### src/rtl/reduce_nway_pipe.sv
// Pipelined N-way bit reduction (OR/AND/XOR/NOR) with valid/ready handshakes,
// a sticky OR accumulator of delivered results and a wrapping result counter.
module reduce_nway_pipe #(
  parameter int WIDTH = 16,
  parameter bit PIPE  = 1'b1,
  parameter int CNT_W = 8
) (
  input  logic             clk,
  input  logic             rst_n,
  input  logic [WIDTH-1:0] in,
  input  logic [1:0]       op,
  input  logic             in_valid,
  output logic             in_ready,
  output logic             out,
  output logic             out_valid,
  input  logic             out_ready,
  output logic             acc,
  input  logic             acc_clr,
  output logic [CNT_W-1:0] out_cnt
);

  localparam int D = $clog2(WIDTH);
  localparam int P = 1 << D;

  typedef enum logic [1:0] {
    OP_OR  = 2'b00,
    OP_AND = 2'b01,
    OP_XOR = 2'b10,
    OP_NOR = 2'b11
  } op_e;

  logic         en;
  logic         deliver;
  logic [P-1:0] leaves;

  // Pad unused leaves with the identity of the selected op.
  always_comb begin
    leaves              = {P{op == OP_AND}};
    leaves[WIDTH-1:0]   = in;
  end

  genvar k;
  for (k = 1; k <= D; k++) begin : g_lvl
    localparam int N = 1 << (D - k);

    logic [2*N-1:0] src_d;
    op_e            src_op;
    logic           src_v;
    logic [N-1:0]   nxt_d;
    logic [N-1:0]   q_d;
    op_e            q_op;
    logic           q_v;

    if (k == 1) begin : g_src_in
      assign src_d  = leaves;
      assign src_op = op_e'(op);
      assign src_v  = in_valid;
    end else begin : g_src_lvl
      assign src_d  = g_lvl[k-1].q_d;
      assign src_op = g_lvl[k-1].q_op;
      assign src_v  = g_lvl[k-1].q_v;
    end

    // NOTE: every variable written in always_comb gets a default first, so no
    // path leaves it unassigned and no latch is inferred.
    always_comb begin
      nxt_d = '0;
      for (int i = 0; i < N; i++) begin
        case (src_op)
          OP_AND:  nxt_d[i] = src_d[2*i] & src_d[2*i+1];
          OP_XOR:  nxt_d[i] = src_d[2*i] ^ src_d[2*i+1];
          default: nxt_d[i] = src_d[2*i] | src_d[2*i+1];
        endcase
      end
    end

    if (PIPE || k == D) begin : g_reg
      // NOTE: only valid bits (and the visible output stage) are reset; interior
      // data/op registers are qualified by their valid bit, so reset is not needed.
      // Sequential state uses non-blocking assignments so all stages update together.
      always_ff @(posedge clk) begin
        if (!rst_n) begin
          q_v <= 1'b0;
          if (k == D) begin
            q_d  <= '0;
            q_op <= OP_OR;
          end
        end else if (en) begin
          q_v <= src_v;
          if (src_v) begin
            q_d  <= nxt_d;
            q_op <= src_op;
          end
        end
      end
    end else begin : g_wire
      assign q_d  = nxt_d;
      assign q_op = src_op;
      assign q_v  = src_v;
    end
  end

  // NOR travels through the tree as OR and is inverted at the output.
  assign out_valid = g_lvl[D].q_v;
  assign out       = g_lvl[D].q_d[0] ^ (g_lvl[D].q_op == OP_NOR);

  assign en       = !out_valid || out_ready;
  assign in_ready = en;
  assign deliver  = out_valid && out_ready;

  always_ff @(posedge clk) begin
    if (!rst_n) begin
      acc     <= 1'b0;
      out_cnt <= '0;
    end else if (deliver) begin
      acc     <= (acc_clr ? 1'b0 : acc) | out;
      out_cnt <= out_cnt + 1'b1;
    end else if (acc_clr) begin
      acc <= 1'b0;
    end
  end

endmodule

### config.mk
export PLATFORM = sky130hd
export DESIGN_NAME = reduce_nway_pipe
export DESIGN_NICKNAME = d
export VERILOG_FILES = /design/src/rtl/reduce_nway_pipe.sv
export SDC_FILE = /design/constraint.sdc
export NUM_CORES = 1
export LEC_CHECK = 0
export BUFFER_PORTS_ARGS = -buffer_cell sky130_fd_sc_hd__buf_2
export CAP_MARGIN = 5
export CORE_UTILIZATION = 50
export DETAILED_ROUTE_END_ITERATION = 7
export PLACE_DENSITY = 0.77
export SYNTH_ARGS = -nofsm -noshare
export SYNTH_HDL_FRONTEND = slang
export SYNTH_SLANG_ARGS = --single-unit
export TNS_END_PERCENT = 5
### constraint.sdc
create_clock -name clk -period 3.83 [get_ports clk]
set_input_delay 0.383 -clock clk [delete_from_list [all_inputs] [get_ports clk]]
set_output_delay 0.383 -clock clk [all_outputs]
set_load 0.02 [all_outputs]
Yosys cells after proc, flatten, opt, wreduce, memory -nomap -nowiden
Cells that the tools add are included.
- mux-type cells: 17
- bitwise operators: 47
- eq/ne operators: 9
- reductions and logical operators: 7
- add/sub/neg operators: 1
- operators with widths (cell ; number):
    $pmux W1 S2 ; 15
    $or A1 B1 Y1 ; 16
    $xor A1 B1 Y1 ; 16
    $and A1 B1 Y1 ; 15
    $eq A2 B2 Y1 const B ; 5
    $reduce_and A3 Y1 ; 3
    $add A8 B1 Y8 const B ; 1
    $eq A2 B1 Y1 const B ; 4
    $mux W1 ; 2
    $reduce_and A2 Y1 ; 1
    $logic_and A1 B1 Y1 ; 1
    $logic_not A1 Y1 ; 1
    $logic_or A1 B1 Y1 ; 1
- logic and storage cells: 95
- output and inout port bits: 12
- register bits: 36
- input port bits: 23

Logic depth before layout (Yosys ltp)
Gate-level depths: netlist of the first run.
- depth after elaboration: 4
- gate-level depth with buffers: 5
- depth with buffers taken out: 5

Least setup slack after synthesis of the first run
No wires, ideal clock.
- kind: register -> register
- from: register g_lvl[4].q_v (netlist: out_valid)
- to: register g_lvl[1].q_d[0], enable pin
- arrival: 1.303 ns
- setup time: 0.343 ns
- stages on the path, launching flop included: 5
- clock period less this slack: 1.646 ns
- setup slack: 2.184 ns
- data required time: 3.487 ns
- path buffers: 1
- cells stage by stage: dfxtp_1 -> and2b_1 -> inv_2 -> buf_2 -> and3_1
- longest elaborated chain between the ends: 3
- ends and longest elaborated chain (element ; RTL line ; source):
    from (decl) ; 52 ; logic q_v;
    from (signal assigned) ; 89 ; q_v <= src_v;
    $logic_not A1 Y1 ; 107 ; assign en = !out_valid || out_ready;
    $logic_or A1 B1 Y1 ; 107 ;
    named net in_ready ; 13 ; output logic in_ready,
    $reduce_and A3 Y1 (no line) ; - ;
    to (signal assigned) ; 91 ; q_d <= nxt_d;
    to (decl) ; 50 ; logic [N-1:0] q_d;
The timed path passes the listed nets, and every way through them passes these cells.
A chain may end at the register's enable or synchronous reset.

Worst setup path after layout of the first run
- from: register g_lvl[4].q_v (netlist: out_valid)
- to: output in_ready
- longest elaborated chain between the ends: 2
- ends and longest elaborated chain (element ; RTL line):
    $logic_not A1 Y1 ; 107
    $logic_or A1 B1 Y1 ; 107
    to (decl) ; 13
Every way passes these cells.

==> results of run 1 <==
-- per-stage QoR --
step / hold slack [ps] / power (mW) / std cells / util [%]
2_1_floorplan: 441 / 0.497 / 211 / -
3_3_place_gp: 458 / 0.523 / 289 / 57.7
3_5_place_dp: 459 / 0.528 / 289 / 57.7
4_1_cts: 299 / 0.799 / 297 / 60.0
5_1_grt: 305 / 0.829 / 297 / 60.0
6_report: 308 / 0.791 / 297 / 60.0
-- cell usage after synthesis, drive strengths merged --
cell type   n
a221oi     14
nand2b      1
o21bai      1
or3         4
dfxtp      16
o31ai       1
and3b       1
ha         39
and2b       1
nand2      10
buf         1
inv        43
nand3       5
o21ai       7
a21oi      28
or4         1
xor2        1
a221o       1
and3        3
xnor2       1
nand4       3
nor2        2
edfxtp     20
clkbuf      5
or2         1
a21boi      1
-- power by group through the flow --
stage	clock network, mW	logic, mW	registers [mW]
global placement	0	0.0839	0.439
finish	0.273	0.0878	0.431
CTS	0.280	0.0887	0.431
floorplan	0	0.0589	0.438
detailed placement	0	0.0881	0.439
global route	0.294	0.102	0.432
-- critical path: stages, from the launching register on --
cell and delay [ps]:
dfxtp_1 410, and2b_1 280, inv_2 130, buf_2 180
-- per-layer routing --
layer | wire length [um] | vias to the layer above | GRT usage (%)
li1 | - | 803 | -
met1 | 1480 | 679 | 17.9
met2 | 1490 | 27 | 26.1
met3 | 104 | 7 | 3.77
met4 | 76 | 0 | 8.78
met5 | 0 | - | 0
-- kinds of logic (layout without fill, tap and decap cells) --
| group | after synthesis | in the layout |
|---|---|---|
| adders and majority gates | 39 | 39 |
| buffers and inverters | 49 | 85 |
| AOI/OAI and AO/OA | 53 | 53 |
| DFF | 36 | 36 |
| and+or+nand+nor | 32 | 32 |
| xor gates and xnor gates | 2 | 2 |
-- state kept, by name (all words and copies together), names as in the netlist --
signal / cells
g_lvl.q_d: 15
g_lvl.q_op: 8
out_cnt: 8
g_lvl.q_v: 3
acc: 1
out_valid: 1
-- path summary, 6_finish.rpt --
| path | startpoint | endpoint | depth (start not counted) |
|---|---|---|---|
| worst min-delay path | op[1] | g_lvl[1].q_op[1] | 1 |
| worst max register to register | out_valid | g_lvl[1].q_d[3] | 3 |
| worst min register to register | g_lvl[1].q_v | g_lvl[1].q_v | 2 |
| worst max-delay path | out_valid | in_ready | 3 |
-- cell type report --
cell class              count  area (um^2)  share of cell area [%]
multi-input cells         126         1010                    41.8
clock inverters             2         10.0                   0.414
well taps                  50         62.6                    2.59
flip-flops and latches     36          921                    38.1
repair buffers             34          170                    7.04
clock buffers               6         82.6                    3.41
inverters                  43          161                    6.67
==> results.cfg, run 1 <==
[floorplan]
io_pins = 35
die-area_um2 = 4500
fp.dieW_um = 67.1
die_y_um = 67.1
core_area_um2 = 4030
rows = 23
initial_core_util_pct = 52.5

[cells_and_area]
drive_gt1_share_pct = 18.2
area_growth_syn_to_layout_pct = 14.2
finish.instance_area_um2 = 2420
final_cell_mix = inv_1, ha_1, buf_2
final_common_cell = inv_1
insertedDiodeCount = 0
nNetsFinal = 308
fill_cells = 349

[global_route]
grt_pass1_wl_um = 5140
overflow = 0
antenna_found_initial = 0
grt_max_degree = 17
grtUsageTotal_pct = 15.6
grt_pass1_vias = 1239

[setup_path]
path_class = flop to output pin
startpoint_type = flop
required_ps = 3450
critPathMaxFanout = 11
arrival_ps = 1300
critPathCaptureType = output pin
r2r_slack_ps = 2260

[route]
wl_per_cell_um = 10.6
drc = 0
drt_first_pass_iters = 4
drt_iter0_markers = 61
viasPerCell = 5.10
detail-route-antenna-nets = 0
vias = 1516
wl_um = 3150

[pwr]
switchingPower_mw = 0.185
p_per_area_nw_per_um2 = 327
seqPwrFrac_pct = 54.4
peakVddDrop_mv = 0.183
static-leakage-power_nw = 1.19
pwr-share-clk_pct = 34.5
switching_share_pct = 23.4
comb_power_share_pct = 11.1
p_int_mw = 0.606

[sta]
worst_slew_pin_slew_ps = 470
min_period_over_period_pct = 44.0
rsz0062_at_grt = false
fmax_mhz = 594
report.final.slew_viol_count = 0
setup_viol_count_final = 0
setup_ws_ps = 2150
hold_viol_final = 0
fin_crit_ps = 1680
finalSetupTns_ps = 0
clock_skew_ps = 6.78
slew_headroom_pct = 68.6

[place]
dp_hpwl_um = 2490
post_dp_cell_area_um2 = 2330
dpl_worst_slack_ps = 2100
place_congestion = 0.719
io_buffers = 34

[synth]
syn-cell-area_um2 = 2120
synth_xor_area_share_pct = 0.827
synth_top_cell_by_area = edfxtp_1
synthCells = 211
synth_cell_types = 28
netlist_top_cells_area = edfxtp_1, ha_1, dfxtp_1
seq_area_frac_synth_pct = 43.5
synth_fa_ha_area_share_pct = 23.0
postSynthAreaPerCell_um2 = 10.0
synth-simple-area-share_pct = 8.27
synth.area.mux_share_pct = 0
syn_nets = 273
synth_top_family_by_area = adder cells
synth_warnings = 0
synth_seq_cells = 36
synth-compound-area-share_pct = 15.6
synth_top_area_share_pct = 28.4

[cts]
clockBufferDepth = 2
ctsHoldBuffers = 0
numCtsBuffers = 5
htreeDepth = 2
post_cts_buffers = 0
clock_latency_ps = 290
cts.repair.resized = 0
cts_sinks = 36
clkTransAtPathRegs_ps = 70
cts_tree = yes
cts_root_buf = clkbuf_8

[status]
status = completed

[flow_run]
max-cap-violations = 0

[min_path]
hp-class = primary input to flop
(Power assumes the default switching activity.)
==> inputs of run 2 (changes only) <==
ABC_AREA = 1   (was not set)
PLACE_DENSITY = 0.8   (was 0.77)
clock period = 1.4 ns   (was 3.83 ns; I/O delays follow)
==> run 2 against run 1 <==
Sequential power rose to 2.7 times the previous value. Cell area up 4.3%. Synthesized cell count up 18%. Cell count up 14%. Routed wire length up 8.0%. Area after synthesis up 3.7%. Register-to-register slack worse by 2200 ps. Worst hold slack worse by 240 ps. First-iteration DRC count up 46%.
==> results.cfg, run 2 <==
[route]
vias = 1664
wl_um = 3400
detail-route-antenna-nets = 0
viasPerCell = 4.89
drc = 0
drt_iter0_markers = 89
wl_per_cell_um = 10.0
drt_first_pass_iters = 4

[cells_and_area]
insertedDiodeCount = 0
finish.instance_area_um2 = 2520
largest-register = g_lvl.q_d
drive_gt1_share_pct = 18.3
final_cell_mix = inv_1, ha_1, nand2_1
nNetsFinal = 351
largest_registers = g_lvl.q_d (15), g_lvl.q_op (8), out_cnt (8)
largest_reg_flops = 15
final_common_cell = inv_1
fill_cells = 359
area_growth_syn_to_layout_pct = 14.9

[place]
io_buffers = 34
dp_hpwl_um = 2770
dpl_worst_slack_ps = 65.9
post_dp_cell_area_um2 = 2430
place_congestion = 0.724

[status]
status = completed

[floorplan]
io_pins = 35
initial_core_util_pct = 53.3
die_y_um = 68.3
core_area_um2 = 4120
rows = 23
die-area_um2 = 4660
fp.dieW_um = 68.3

[global_route]
grtUsageTotal_pct = 16.1
grt_pass1_vias = 1392
antenna_found_initial = 0
grt_pass1_wl_um = 5580
overflow = 0
grt_max_degree = 17

[setup_path]
critPathCaptureType = flop
critPathMaxFanout = 8
required_ps = 1420
path_class = flop to flop
arrival_ps = 1310
startpoint_type = flop

[synth]
ys_top_cells_by_count = inv_1, ha_1, nand2_1
synth_top_cell_by_area = edfxtp_1
postSynthAreaPerCell_um2 = 8.78
seq_area_frac_synth_pct = 42.0
synth_edf_count = 20
syn_nets = 312
synth_warnings = 0
async_flop_share_pct = 0
synth_seq_cells = 36
syn-cell-area_um2 = 2190
synth_cell_types = 23
synthMostInstantiatedCell = inv_1
netlist_top_cells_area = edfxtp_1, ha_1, dfxtp_1
synthCells = 250
synth_top_area_share_pct = 27.4
ys_dominant_reg_cell = edfxtp_1

[cts]
cts.repair.resized = 0
numCtsBuffers = 5
ctsHoldBuffers = 0
post_cts_buffers = 0
clkTransAtPathRegs_ps = 70
clock_latency_ps = 280
htreeDepth = 2
cts_root_buf = clkbuf_8
cts_sinks = 36
cts_tree = yes
clockBufferDepth = 2

[sta]
fin_crit_ps = 1290
report.final.slew_viol_count = 0
slew_headroom_pct = 69.7
finalSetupTns_ps = 0
clock_skew_ps = 9.02
setup_ws_ps = 110
hold_viol_final = 0
worst_slew_pin_slew_ps = 455
fmax_mhz = 775
setup_viol_count_final = 0
min_period_over_period_pct = 92.2
rsz0062_at_grt = false

[pwr]
static-leakage-power_nw = 1.28
peakVddDrop_mv = 0.412
p_per_area_nw_per_um2 = 843

[flow_run]
max-cap-violations = 0

[min_path]
hp-class = primary input to flop
-- run 2: changes by cell type after synthesis, sizes merged, moves of 3 or more --
| cell | previous run | this run |
|---|---|---|
| nand2 | 10 | 36 |
| nor2 | 2 | 24 |
| a221oi | 14 | 0 |
| a22oi | 0 | 14 |
| inv | 43 | 54 |
| a21oi | 28 | 19 |
| nor3 | 0 | 4 |
| or3 | 4 | 0 |
| and3 | 3 | 0 |
| nand4 | 3 | 0 |
-- run 2: routing by layer --
layer | vias to the layer above | share of wire (%) | GRT usage (%) | routed length, um
met2 | 39 | 50 | 29.2 | 1710
met4 | 0 | 1.1 | 5.47 | 38
met3 | 4 | 3.6 | 4.50 | 124
met5 | - | 0 | 0 | 0
li1 | 882 | - | - | -
met1 | 739 | 45 | 17.7 | 1530
-- run 2: stage by stage --
step	hold WS, ps	power, mW	instances	utilization, %
floorplan	239	1.38	250	-
global placement	358	1.46	332	59.1
detailed placement	362	1.47	332	59.1
CTS	68.2	2.14	340	61.1
global route	78.4	2.24	340	61.3
finish	72.6	2.13	340	61.3
-- run 2: worst paths after layout --
| path | startpoint | cells after the start | endpoint | slack, ps |
|---|---|---|---|---|
| worst min-delay path | op[1] | 1 | g_lvl[1].q_op[1] | 70 |
| worst max register to register | g_lvl[1].q_op[0] | 4 | g_lvl[2].q_d[1] | 110 |
| worst min register to register | acc | 2 | acc | 470 |
| worst max-delay path | g_lvl[1].q_op[0] | 4 | g_lvl[2].q_d[1] | 110 |
-- run 2: power breakdown --
part           switching, mW  total (mW)  internal, mW
Combinational          0.152       0.268         0.116
Clock                  0.327       0.676         0.348
Sequential            0.0193        1.18          1.16
Total                  0.499        2.13          1.63
-- run 2: cell type report --
cell class	instances	area (um^2)	area share (%)
clock buffers	7	76.3	3.03
clock inverters	1	5.00	0.198
inverters	54	203	8.04
multi-input cells	154	1050	41.8
flip-flops and latches	36	921	36.5
well taps	50	62.6	2.48
repair buffers	38	200	7.94
-- run 2: critical path: stages, from the launching register on --
cell      delay, ps
edfxtp_1        420
inv_1            90
ha_2            310
a21oi_1         140
a22oi_1          80
-- run 2: cells by family (layout without fill, tap and decap cells) --
family | count (synthesis) | after routing | share of synthesized area, %
AOI/OAI and AO/OA | 43 | 43 | 11.5
xor gates and xnor gates | 1 | 1 | 0.399
adders and majority gates | 39 | 39 | 22.2
buffers and inverters | 60 | 100 | 10.4
DFF | 36 | 36 | 42.0
and+or+nand+nor | 71 | 71 | 13.5
==> inputs of run 3 (changes only) <==
PLACE_DENSITY = 0.77   (was 0.8)
clock period = 1.42 ns   (was 1.4 ns; I/O delays follow)
==> run 3 against run 2 <==
Sequential share of layout area barely moved. Via count fell by 3.3%. Register-to-register slack barely moved. Routed wire length rose by 0.71%. Clock-buffer cell count rose by 1. Clock skew fell by 2.4 ps. Critical endpoint is now g_lvl[2].q_d[2]. Largest cell class unchanged.
==> results.cfg, run 3 (synthesis results as in run 2) <==
[status]
status = completed

[sta]
hold_viol_final = 0
worst_slew_pin_slew_ps = 458
clock_skew_ps = 6.63
setup_viol_count_final = 0
fin_crit_ps = 1310
fmax_mhz = 765
finalSetupTns_ps = 0
rsz0062_at_grt = false
slew_headroom_pct = 69.4
fin_hold_ws_ps = 72.4
min_period_over_period_pct = 92.0
report.final.slew_viol_count = 0

[cts]
clockBufferDepth = 2
post_cts_buffers = 0
cts_sinks = 36
ctsHoldBuffers = 0
htreeDepth = 2
clock_latency_ps = 280
cts.repair.resized = 0
numCtsBuffers = 5
clkTransAtPathRegs_ps = 70
cts_root_buf = clkbuf_8
cts_tree = yes

[cells_and_area]
final_common_cell = inv_1
nNetsFinal = 351
fin_util_pct = 61.3
drive_gt1_share_pct = 17.2
largest_reg_flops = 15
finish.instance_area_um2 = 2520
fill_cells = 355
area_growth_syn_to_layout_pct = 15.0
insertedDiodeCount = 0
final_cell_mix = inv_1, ha_1, nand2_1
largest_registers = g_lvl.q_d (15), g_lvl.q_op (8), out_cnt (8)
largest-register = g_lvl.q_d

[floorplan]
core_area_um2 = 4120
rows = 23
die-area_um2 = 4660
die_y_um = 68.3
io_pins = 35
initial_core_util_pct = 53.3
fp.dieW_um = 68.3

[global_route]
grt_pass1_wl_um = 5510
antenna_found_initial = 0
overflow = 0
grt_pass1_vias = 1447
grt_max_degree = 17
grtUsageTotal_pct = 15.8

[setup_path]
path_class = flop to flop
required_ps = 1440
rr_endpoint = g_lvl[2].q_d[2]
arrival_ps = 1330
crit_path_cell_trace = inv_1, ha_1, a21oi_1, a22oi_1
r2r-start = g_lvl[1].q_op[0]
critPathMaxFanout = 8
critPathCaptureType = flop
startpoint_type = flop
reg2regPathDepth = 4
r2r_slack_ps = 110
slowest_stage = ha_1
max_stage_delay_ps = 380

[place]
dp_hpwl_um = 2790
post_dp_cell_area_um2 = 2430
place_congestion = 0.735
io_buffers = 34

[route]
drt_first_pass_iters = 4
drt_iter0_markers = 45
wl_per_cell_um = 10.1
drc = 0
vias = 1609
wl_um = 3430
viasPerCell = 4.73
detail-route-antenna-nets = 0

[pwr]
peakVddDrop_mv = 0.538
p_per_area_nw_per_um2 = 855
static-leakage-power_nw = 1.29
p_total_mw = 2.16

[min_path]
hp-class = primary input to flop
hold_path_end = g_lvl[1].q_op[1]
hp-start = op[1]
hold_depth = 1

[flow_run]
max-cap-violations = 0
run 3: cell count changes in the layout (fill, tap and decap cells not counted), sizes merged:
cell and delta:
clkinv -1, clkbuf +1
run 3: through the flow:
| step | std cells | setup WS [ps] |
|---|---|---|
| 2_1_floorplan | 250 | 23.7 |
| 3_3_place_gp | 332 | 123 |
| 3_5_place_dp | 332 | 92.0 |
| 4_1_cts | 340 | 108 |
| 5_1_grt | 340 | 37.5 |
| 6_report | 340 | 114 |
run 3: layout make-up:
cell class	instances	area, um^2	share of cell area [%]
inverter	54	203	8.03
sequential	36	921	36.5
clock buffer	8	90.1	3.57
tap	50	62.6	2.48
timing repair buffer	38	200	7.93
multi-input combinational	154	1050	41.5
run 3: how the worst max path moves through the flow:
stage	startpoint	end	slack, ps
after floorplan	out_valid	g_lvl[1].q_d[0]	20
after global placement	op[0]	g_lvl[1].q_d[7]	120
after detailed placement	op[0]	g_lvl[1].q_d[7]	90
after CTS	g_lvl[1].q_op[0]	g_lvl[2].q_d[2]	110
after global routing	out_valid	g_lvl[2].q_d[0]	40
final	g_lvl[1].q_op[0]	g_lvl[2].q_d[2]	110
run 3: critical path, delay by kind of cell, from the launching register on:
family | cells | cell delay [ps]
adders and majority gates | 1 | 380
buffers and inverters | 1 | 60
AOI/OAI and AO/OA | 2 | 230
DFF | 1 | 370
run 3: power by group:
group	internal [mW]	switching (mW)
Combinational	0.113	0.149
Sequential	1.15	0.0188
Clock	0.395	0.334
Total	1.66	0.502
run 3: metal layers:
metal	part of all wire, %	GRT usage (%)	routed length, um	up-vias
met4	1.4	6.25	47	0
met3	3.4	4.67	115	6
met2	50	29.3	1730	23
li1	-	-	-	878
met1	45	16.3	1540	702
met5	0	0	0	-
